==> config.mk <==
export PLATFORM = sky130hd
export DESIGN_NAME = conv1_dataflow_sequencer
export DESIGN_NICKNAME = d
export VERILOG_FILES = /design/src/rtl/conv1_dataflow_sequencer.sv
export SDC_FILE = /design/constraint.sdc
export NUM_CORES = 1
export LEC_CHECK = 0
export CORE_ASPECT_RATIO = 1.4
export CORE_MARGIN = 3
export CORE_UTILIZATION = 53
export CTS_BUF_LIST = sky130_fd_sc_hd__clkbuf_8
export DETAILED_ROUTE_END_ITERATION = 10
export PLACE_DENSITY = 0.77
export SKIP_CTS_REPAIR_TIMING = 1
export SLEW_MARGIN = 20
export SYNTH_ARGS = -nofsm -noshare
export SYNTH_HDL_FRONTEND = slang
export SYNTH_SLANG_ARGS = --single-unit
==> constraint.sdc <==
create_clock -name clock -period 3.1 [get_ports clock]
set_input_delay 0.93 -clock clock [delete_from_list [all_inputs] [get_ports clock]]
set_output_delay 0.93 -clock clock [all_outputs]
set_load 0.03 [all_outputs]
==> src/rtl/conv1_dataflow_sequencer.sv <==
// Start/ready/done sequencer for the four-stage conv1 dataflow region, with
// per-stage ready synchronisation, sink completion counting and a stall watchdog.
module conv1_dataflow_sequencer #(
  parameter int unsigned         NUM_STAGES = 4,
  parameter int unsigned         REPS_W     = 16,
  parameter int unsigned         WDOG_W     = 20,
  parameter logic [WDOG_W-1:0]   WDOG_LIMIT = 20'hFFFFF
) (
  input  logic                  clock,
  input  logic                  reset,
  input  logic                  ap_start,
  input  logic [REPS_W-1:0]     num_reps,
  output logic                  ap_ready,
  output logic                  ap_done,
  output logic                  ap_idle,
  output logic [NUM_STAGES-1:0] stage_start,
  input  logic [NUM_STAGES-1:0] stage_ready,
  input  logic [NUM_STAGES-1:0] stage_done,
  output logic [REPS_W-1:0]     rep_count,
  output logic                  stall_flag,
  output logic [NUM_STAGES-1:0] stall_mask
);

  localparam logic [2:0] S_IDLE  = 3'd0;
  localparam logic [2:0] S_RUN   = 3'd1;
  localparam logic [2:0] S_DRAIN = 3'd2;
  localparam logic [2:0] S_DONE  = 3'd3;
  localparam logic [2:0] S_STALL = 3'd4;

  localparam logic [NUM_STAGES-1:0] SINK_BIT = {1'b1, {(NUM_STAGES-1){1'b0}}};

  logic [2:0]            state_q, state_d;
  logic [REPS_W-1:0]     reps_q, reps_d;
  logic [REPS_W-1:0]     rep_cnt_q, rep_cnt_d;
  logic [REPS_W-1:0]     done_cnt_q, done_cnt_d;
  logic [NUM_STAGES-1:0] ready_seen_q, ready_seen_d;
  logic [WDOG_W-1:0]     wdog_q, wdog_d;
  logic [NUM_STAGES-1:0] stall_mask_q, stall_mask_d;
  logic                  ap_ready_q, ap_ready_d;

  logic [NUM_STAGES-1:0] accepted;
  logic [NUM_STAGES-1:0] seen_all;
  logic [REPS_W-1:0]     rep_inc;
  logic [REPS_W-1:0]     done_eff;
  logic                  active;
  logic                  sink_done;
  logic                  done_inc;
  logic                  progress;
  logic                  stall_hit;
  logic                  unused_done_bits;

  assign unused_done_bits = ^stage_done[NUM_STAGES-2:0];

  // Starts depend only on registered state, so there is no path from stage_ready.
  assign stage_start = (state_q == S_RUN) ? ~ready_seen_q : '0;
  assign ap_ready    = ap_ready_q;
  assign ap_done     = (state_q == S_DONE);
  assign ap_idle     = (state_q == S_IDLE);
  assign stall_flag  = (state_q == S_STALL);
  assign stall_mask  = stall_mask_q;
  assign rep_count   = rep_cnt_q;

  always_comb begin
    accepted  = stage_start & stage_ready;
    seen_all  = ready_seen_q | accepted;
    rep_inc   = rep_cnt_q + 1'b1;
    active    = (state_q == S_RUN) || (state_q == S_DRAIN);
    sink_done = stage_done[NUM_STAGES-1];
    progress  = (|accepted) || sink_done;
    done_inc  = active && sink_done && (done_cnt_q != reps_q);
    done_eff  = done_cnt_q + {{(REPS_W-1){1'b0}}, done_inc};
    stall_hit = active && !progress && (wdog_q == WDOG_LIMIT - 1'b1);

    state_d      = state_q;
    reps_d       = reps_q;
    rep_cnt_d    = rep_cnt_q;
    done_cnt_d   = done_cnt_q;
    ready_seen_d = ready_seen_q;
    stall_mask_d = stall_mask_q;
    ap_ready_d   = 1'b0;
    wdog_d       = '0;

    if (active) begin
      done_cnt_d = done_eff;
      if (!progress && !stall_hit) begin
        wdog_d = wdog_q + 1'b1;
      end
    end

    case (state_q)
      S_IDLE: begin
        if (ap_start) begin
          reps_d       = num_reps;
          rep_cnt_d    = '0;
          done_cnt_d   = '0;
          ready_seen_d = '0;
          state_d      = (num_reps != '0) ? S_RUN : S_DONE;
        end
      end
      S_RUN: begin
        if (&seen_all) begin
          rep_cnt_d    = rep_inc;
          ready_seen_d = '0;
          if (rep_inc == reps_q) begin
            ap_ready_d = 1'b1;
            state_d    = S_DRAIN;
          end
        end else begin
          ready_seen_d = seen_all;
          if (stall_hit) begin
            state_d      = S_STALL;
            stall_mask_d = ~ready_seen_q;
          end
        end
      end
      S_DRAIN: begin
        if (done_eff == reps_q) begin
          state_d = S_DONE;
        end else if (stall_hit) begin
          state_d      = S_STALL;
          stall_mask_d = SINK_BIT;
        end
      end
      S_DONE:  state_d = S_IDLE;
      S_STALL: state_d = S_STALL;
      default: state_d = S_IDLE;
    endcase
  end

  always_ff @(posedge clock) begin
    if (reset) begin
      state_q      <= S_IDLE;
      reps_q       <= '0;
      rep_cnt_q    <= '0;
      done_cnt_q   <= '0;
      ready_seen_q <= '0;
      wdog_q       <= '0;
      stall_mask_q <= '0;
      ap_ready_q   <= 1'b0;
    end else begin
      state_q      <= state_d;
      reps_q       <= reps_d;
      rep_cnt_q    <= rep_cnt_d;
      done_cnt_q   <= done_cnt_d;
      ready_seen_q <= ready_seen_d;
      wdog_q       <= wdog_d;
      stall_mask_q <= stall_mask_d;
      ap_ready_q   <= ap_ready_d;
    end
  end

endmodule
==> results of run 1 <==
## sequential cells by signal, summed over array words and instances, names as in the netlist
| register | cells |
|---|---|
| ap_ready | 1 |
| wdog_q | 20 |
| done_cnt_q | 16 |
| stall_mask | 4 |
| reps_q | 16 |
| state_q | 3 |
| ready_seen_q | 4 |
| rep_count | 16 |
## cell usage in the layout, fill, tap and decap left out, types with 4 or more instances in the layout
cell type         n
xnor2_1          39
a21oi_1          41
a2bb2oi_1         5
and2_1            8
and3_1            4
nor3_1           12
clkdlybuf4s50_1  46
a31oi_1           4
clkbuf_8         10
and4_1            6
buf_4            63
a22oi_1           6
nor4_1           13
xnor2_2           4
a211oi_1          6
or3_1             7
dfxtp_1          78
nor3b_1           5
nand2b_1          5
dlymetal6s2s_1    5
nor2_1           88
inv_1            12
o21ai_0          21
nand3_1          29
xor2_1           28
nand2_1          76
nand4_1          17
## area by class of cell
type                       instances  area, um^2  share of cell area [%]
sequential                        80        1610                    26.1
multi-input combinational        499        3150                    51.1
clock buffer                      10         138                    2.23
inverter                          11        41.3                   0.670
tap                              105         131                    2.13
timing repair buffer             115        1010                    16.4
clock inverter                     6        82.6                    1.34
## power by group
part           internal, mW  switching, mW  total [mW]
Sequential             1.05         0.0217        1.07
Clock                 0.473          0.391       0.864
Combinational         0.183          0.230       0.412
## metal layers
metal	track usage [%]	part of all wire [%]	up-vias
met5	0	0	-
li1	-	-	2388
met1	32.0	41	2337
met4	11.1	2.7	0
met3	4.43	4.2	33
met2	46.3	52	170
## path summary, 6_finish.rpt
path / to / slack [ns] / cells after the start
max: stall_mask[3]$_SDFFE_PP0P_ / 0.0009 / 13
min: wdog_q[0]$_SDFF_PP0_ / 0.50 / 1
max reg2reg: stall_mask[3]$_SDFFE_PP0P_ / 0.0009 / 13
min reg2reg: wdog_q[0]$_SDFF_PP0_ / 0.50 / 1
## cells by family after synthesis
family	share of synthesized area [%]
xor gates and xnor gates	13.0
buffers and inverters	4.87
AOI/OAI and AO/OA	15.9
and+or+nand+nor	31.5
DFF	33.0
adders and majority gates	1.29
muxes	0.438
## worst max-delay path, delay by kind of cell (launching register included)
family                   cells  cell delay, ns
AND/OR/NAND/NOR              7            1.45
AO/OA/AOI/OAI                5            0.88
flip-flops                   1            0.37
adder cells (fa/ha/maj)      1            0.29
==> flow_metrics.env, run 1 <==
export IMPL_crit_top_cell="nand2b_4"
export IMPL_cts_tree="yes"
export IMPL_placed_cells=807
export IMPL_maxCapViolations=0
export IMPL_hold_start="wdog_q[0]$_SDFF_PP0_"
export IMPL_globalplace_congestion=0.938
export IMPL_final_core_util_pct=70.3
export IMPL_final_cells=826
export IMPL_design_area_mm2=0.00616
export IMPL_setup_worst_path_start="done_cnt_q[12]$_SDFF_PP0_"
export IMPL_antenna_found_initial=0
export IMPL_clock_root_buffer="clkbuf_8"
export IMPL_power_mw=2.34
export IMPL_synth_async_sr_flop_share_pct=0
export IMPL_grt_pass1_vias=4829
export IMPL_fp_dieH_um=119
export IMPL_path_max_fanout=5
export IMPL_hp_class="reg -> reg"
export IMPL_tns_ns=0
export IMPL_hold_viol=0
export IMPL_fill_cells=687
export IMPL_synth_edf_count=0
export IMPL_via_per_inst=5.97
export IMPL_drc=0
export IMPL_crit_slowest_cell="or4b_1"
export IMPL_status="finished, final reports clean"
export IMPL_start_kind="flip-flop"
export IMPL_synth_area_mm2=0.00486
export IMPL_grt_max_degree=27
export IMPL_synth_common_cells="nor2_1 (88), dfxtp_1 (80), nand2_1 (76), xnor2_1 (43), a21oi_1 (42)"
export IMPL_yosys_warnings=0
export IMPL_gr_usage_all_layers_pct=26.8
export IMPL_r2r_start="done_cnt_q[12]$_SDFF_PP0_"
export IMPL_finalSetupViolCount=0
export IMPL_slew_headroom_pct=58.8
export IMPL_worst_pin_slew_ns=0.616
export IMPL_syn2layout_area_growth_pct=26.8
export IMPL_wire_per_inst_um=16.5
export IMPL_place_ws_ns=-0.739
export IMPL_syn_nets=665
export IMPL_peakVddDrop_mv=0.291
export IMPL_slowest_delay_ns=0.47
export IMPL_dpl_instance_area_mm2=0.00576
export IMPL_cts_made_buffers=9
export IMPL_hpwl_um=10100
export IMPL_ant_nets=0
export IMPL_synth_cells=633
export IMPL_num_rows=40
export IMPL_vias=4928
export IMPL_avgSynthCellArea_um2=7.67
export IMPL_ys_types=66
export IMPL_maxSlewViolCount=0
export IMPL_yosysMostFrequentCell="nor2_1"
export IMPL_initial_utilization_pct=55.4
export IMPL_whs_ns=0.499
export IMPL_grt_overflow_total=0
export IMPL_synth_seq_cells=80
export IMPL_period_share_pct=100
export IMPL_antennaDiodeCount=0
export IMPL_end_kind="flip-flop"
export IMPL_path_class="reg -> reg"
export IMPL_fmax_mhz=323
export IMPL_io_buffers=51
export IMPL_final_nets=748
export IMPL_clkTransAtPathRegs_ns=0.08
export IMPL_cts_buffer_depth=2
export IMPL_grt_setup_unrepaired="yes"
export IMPL_leakage_nw=2.25
export IMPL_yosysSeqAreaShare_pct=33.0
export IMPL_fp_dieArea_mm2=0.0104
export IMPL_grt_pass1_wl_um=22500
export IMPL_layout_drive_gt1_share_pct=16.5
export IMPL_powerDensity_mw_per_mm2=381
export IMPL_core_area_mm2=0.00876
export IMPL_firstDrtPassIters=5
export IMPL_min_period_ns=3.10
export IMPL_skew_ns=0.00874
export IMPL_netlist_top_cells_area="dfxtp_1 (33%), xnor2_1 (7.8%), nor2_1 (6.8%), nand2_1 (5.9%), xor2_1 (5.2%)"
export IMPL_dieWidth_um=86.9
export IMPL_ys_flop_type="dfxtp_1"
export IMPL_synth_area_leader_cell="dfxtp_1"
export IMPL_netlist_area_leader_share_pct=33.0
export IMPL_routed_wl_um=13600
export IMPL_drt_initial_drc_count=306
export IMPL_crit_path_cell_trace="nand2b_4 > and2_4 > o2111ai_2 > nor2_1 > a31oi_1 > ha_2 > nand4_4 > nand2b_4 > or4b_1 > a32oi_1 > and4b_2 > a21oi_2 > o311a_1"
export IMPL_io_pins=55
export IMPL_worstPathRequired_ns=3.36
export IMPL_worst_skew_pair_late_latency_ns=0.37
export IMPL_cp_arrival_ns=3.36
export IMPL_fin_ws_ns=0.000910
export IMPL_cts_max_level=3
export IMPL_clock_sinks=80
(Power assumes the default switching activity.)
==> inputs of run 2 (changes only) <==
--- a/config.mk
+++ b/config.mk
@@ -7,10 +7,10 @@
 export LEC_CHECK = 0
 export CORE_ASPECT_RATIO = 1.4
 export CORE_MARGIN = 3
-export CORE_UTILIZATION = 53
+export CORE_UTILIZATION = 55
 export CTS_BUF_LIST = sky130_fd_sc_hd__clkbuf_8
 export DETAILED_ROUTE_END_ITERATION = 10
-export PLACE_DENSITY = 0.77
+export PLACE_DENSITY = 0.76
 export SKIP_CTS_REPAIR_TIMING = 1
 export SLEW_MARGIN = 20
 export SYNTH_ARGS = -nofsm -noshare
==> constraint.sdc (replaced) <==
create_clock -name clock -period 3.95 [get_ports clock]
set_input_delay 1.185 -clock clock [delete_from_list [all_inputs] [get_ports clock]]
set_output_delay 1.185 -clock clock [all_outputs]
set_load 0.03 [all_outputs]
==> run 2 against run 1 <==
Via count down 5.7%. Combinational power decreased by 36%. Hold slack got worse by 0.0095 ns. Sequential share of layout area grew 2.4 points. First-iteration DRC count down 38%. Register-to-register slack better by 0.49 ns. Setup slack better by 0.24 ns. Critical path depth unchanged. Critical endpoint is now stall_mask[0]$_SDFFE_PP0P_.
==> flow_metrics.env, run 2 (same netlist as run 1, synthesis figures left out) <==
export IMPL_grt_pass1_vias=4365
export IMPL_worst_pin_slew_ns=0.889
export IMPL_drc=0
export IMPL_seq_area_mm2=0.00160
export IMPL_end_kind="flip-flop"
export IMPL_maxCapViolations=0
export IMPL_clock_root_buffer="clkbuf_8"
export IMPL_slowest_delay_ns=0.48
export IMPL_cts_buffer_depth=2
export IMPL_syn2layout_area_growth_pct=15.6
export IMPL_gr_usage_all_layers_pct=25.6
export IMPL_antenna_found_initial=0
export IMPL_grt_overflow_total=0
export IMPL_power_mw=1.68
export IMPL_dieWidth_um=85.4
export IMPL_clkTransAtPathRegs_ns=0.09
export IMPL_start_kind="primary input"
export IMPL_min_period_ns=3.71
export IMPL_fill_cells=737
export IMPL_powerDensity_mw_per_mm2=299
export IMPL_wire_per_inst_um=15.9
export IMPL_crit_top_cell="buf_4"
export IMPL_io_pins=55
export IMPL_regMostFlops="wdog_q"
export IMPL_final_nets=702
export IMPL_grt_max_degree=22
export IMPL_worstPathBufferInverterCount=3
export IMPL_multiInputGateArea_mm2=0.00302
export IMPL_layout_drive_gt1_share_pct=7.27
export IMPL_firstDrtPassIters=5
export IMPL_globalplace_congestion=0.925
export IMPL_crit_family="simple AND/OR/NAND/NOR gates"
export IMPL_status="finished, final reports clean"
export IMPL_maxSlewViolCount=0
export IMPL_skew_ns=0.0143
export IMPL_period_share_pct=93.8
export IMPL_routed_wl_um=12300
export IMPL_hpwl_um=9250
export IMPL_cts_max_level=3
export IMPL_crit_slowest_cell="clkdlybuf4s50_1"
export IMPL_layout_commonest_cell="nor2_1"
export IMPL_cts_tree="yes"
export IMPL_grt_pass1_wl_um=20500
export IMPL_peakVddDrop_mv=0.184
export IMPL_path_max_fanout=4
export IMPL_mostFrequentLayoutCells="nor2_1 (88), dfxtp_1 (80), nand2_1 (76), clkdlybuf4s50_1 (51), xnor2_1 (43)"
export IMPL_crit_path_cell_trace="clkdlybuf4s50_1 > nand2_1 > a31oi_1 > ha_1 > buf_4 > nand3_2 > or2_2 > nor4b_1 > a2bb2oi_1 > and4b_1 > buf_4 > nand4_1 > a21oi_1"
export IMPL_worstPathRequired_ns=4.25
export IMPL_io_buffers=51
export IMPL_core_area_mm2=0.00839
export IMPL_grt_setup_unrepaired="no"
export IMPL_initial_utilization_pct=57.9
export IMPL_path_class="in -> reg"
export IMPL_slew_headroom_pct=40.7
export IMPL_fp_dieArea_mm2=0.0100
export IMPL_drt_initial_drc_count=189
export IMPL_worst_skew_pair_late_latency_ns=0.37
export IMPL_finalSetupViolCount=0
export IMPL_leakage_nw=1.90
export IMPL_clock_sinks=80
export IMPL_fp_dieH_um=117
export IMPL_antennaDiodeCount=0
export IMPL_num_rows=39
export IMPL_via_per_inst=5.99
export IMPL_tns_ns=0
export IMPL_ant_nets=0
export IMPL_largest_reg_flops=20
export IMPL_vias=4645
export IMPL_hold_viol=0
export IMPL_cp_arrival_ns=4.01
export IMPL_hp_class="reg -> reg"
export IMPL_fmax_mhz=270
export IMPL_cts_made_buffers=9
[run 2: cell count changes in the layout (fill, tap and decap cells not counted), sizes merged]
cell | before | now
clkinvlp | 0 | 2
bufinv | 2 | 0
clkdlybuf4s50 | 46 | 51
dlymetal6s2s | 5 | 0
inv | 13 | 12
buf | 64 | 18
clkbuf | 10 | 11
clkinv | 2 | 1
[run 2: worst reg2reg max path: stages (launching register included)]
cell,delay [ns]
dfxtp_1,0.41
nand2b_1,0.27
a21oi_1,0.34
nand2_1,0.11
a31oi_1,0.16
ha_1,0.23
buf_4,0.13
nand3_2,0.08
or2_2,0.33
nor4b_1,0.36
a2bb2oi_1,0.19
and4b_1,0.36
buf_4,0.17
nand4_1,0.10
a21oi_1,0.16
[run 2: final timing paths]
kind / from / end / slack (ns) / depth (start not counted)
setup / recovery: stage_done[3] / stall_mask[0]$_SDFFE_PP0P_ / 0.24 / 13
setup reg to reg: state_q[1]$_SDFFE_PP0P_ / stall_mask[0]$_SDFFE_PP0P_ / 0.49 / 14
hold / removal: wdog_q[0]$_SDFF_PP0_ / wdog_q[0]$_SDFF_PP0_ / 0.49 / 1
hold reg to reg: wdog_q[0]$_SDFF_PP0_ / wdog_q[0]$_SDFF_PP0_ / 0.49 / 1
[run 2: layer usage]
layer  GRT usage [%]  part of all wire (%)  up-vias
met2            45.0                    50      143
met5               0                     0        -
met1            30.1                    41     2169
li1                -                     -     2296
met3            3.57                   4.7       37
met4            13.4                   3.8        0
[run 2: cell type report]
type	instances	share of cell area, %
flip-flops and latches	80	28.5
clock buffers	11	2.70
clock inverters	4	0.513
well taps	102	2.27
repair buffers	69	11.5
inverters	11	0.735
multi-input cells	499	53.8
[run 2: power by group]
part	switching (mW)	internal, mW	total (mW)
registers	0.0290	0.822	0.851
clock network	0.302	0.260	0.562
logic	0.150	0.115	0.265
[run 2: stage by stage]
step	setup slack [ns]	instances	utilization, %	instance area [um^2]	hold WS, ns
after floorplan	0.608	633	-	4860	0.452
after global placement	-0.0969	761	64.7	5430	0.470
after detailed placement	-0.123	761	64.7	5430	0.474
after CTS	0.254	776	66.9	5610	0.493
after global routing	0.0641	776	66.9	5610	0.521
final	0.245	776	66.9	5610	0.489
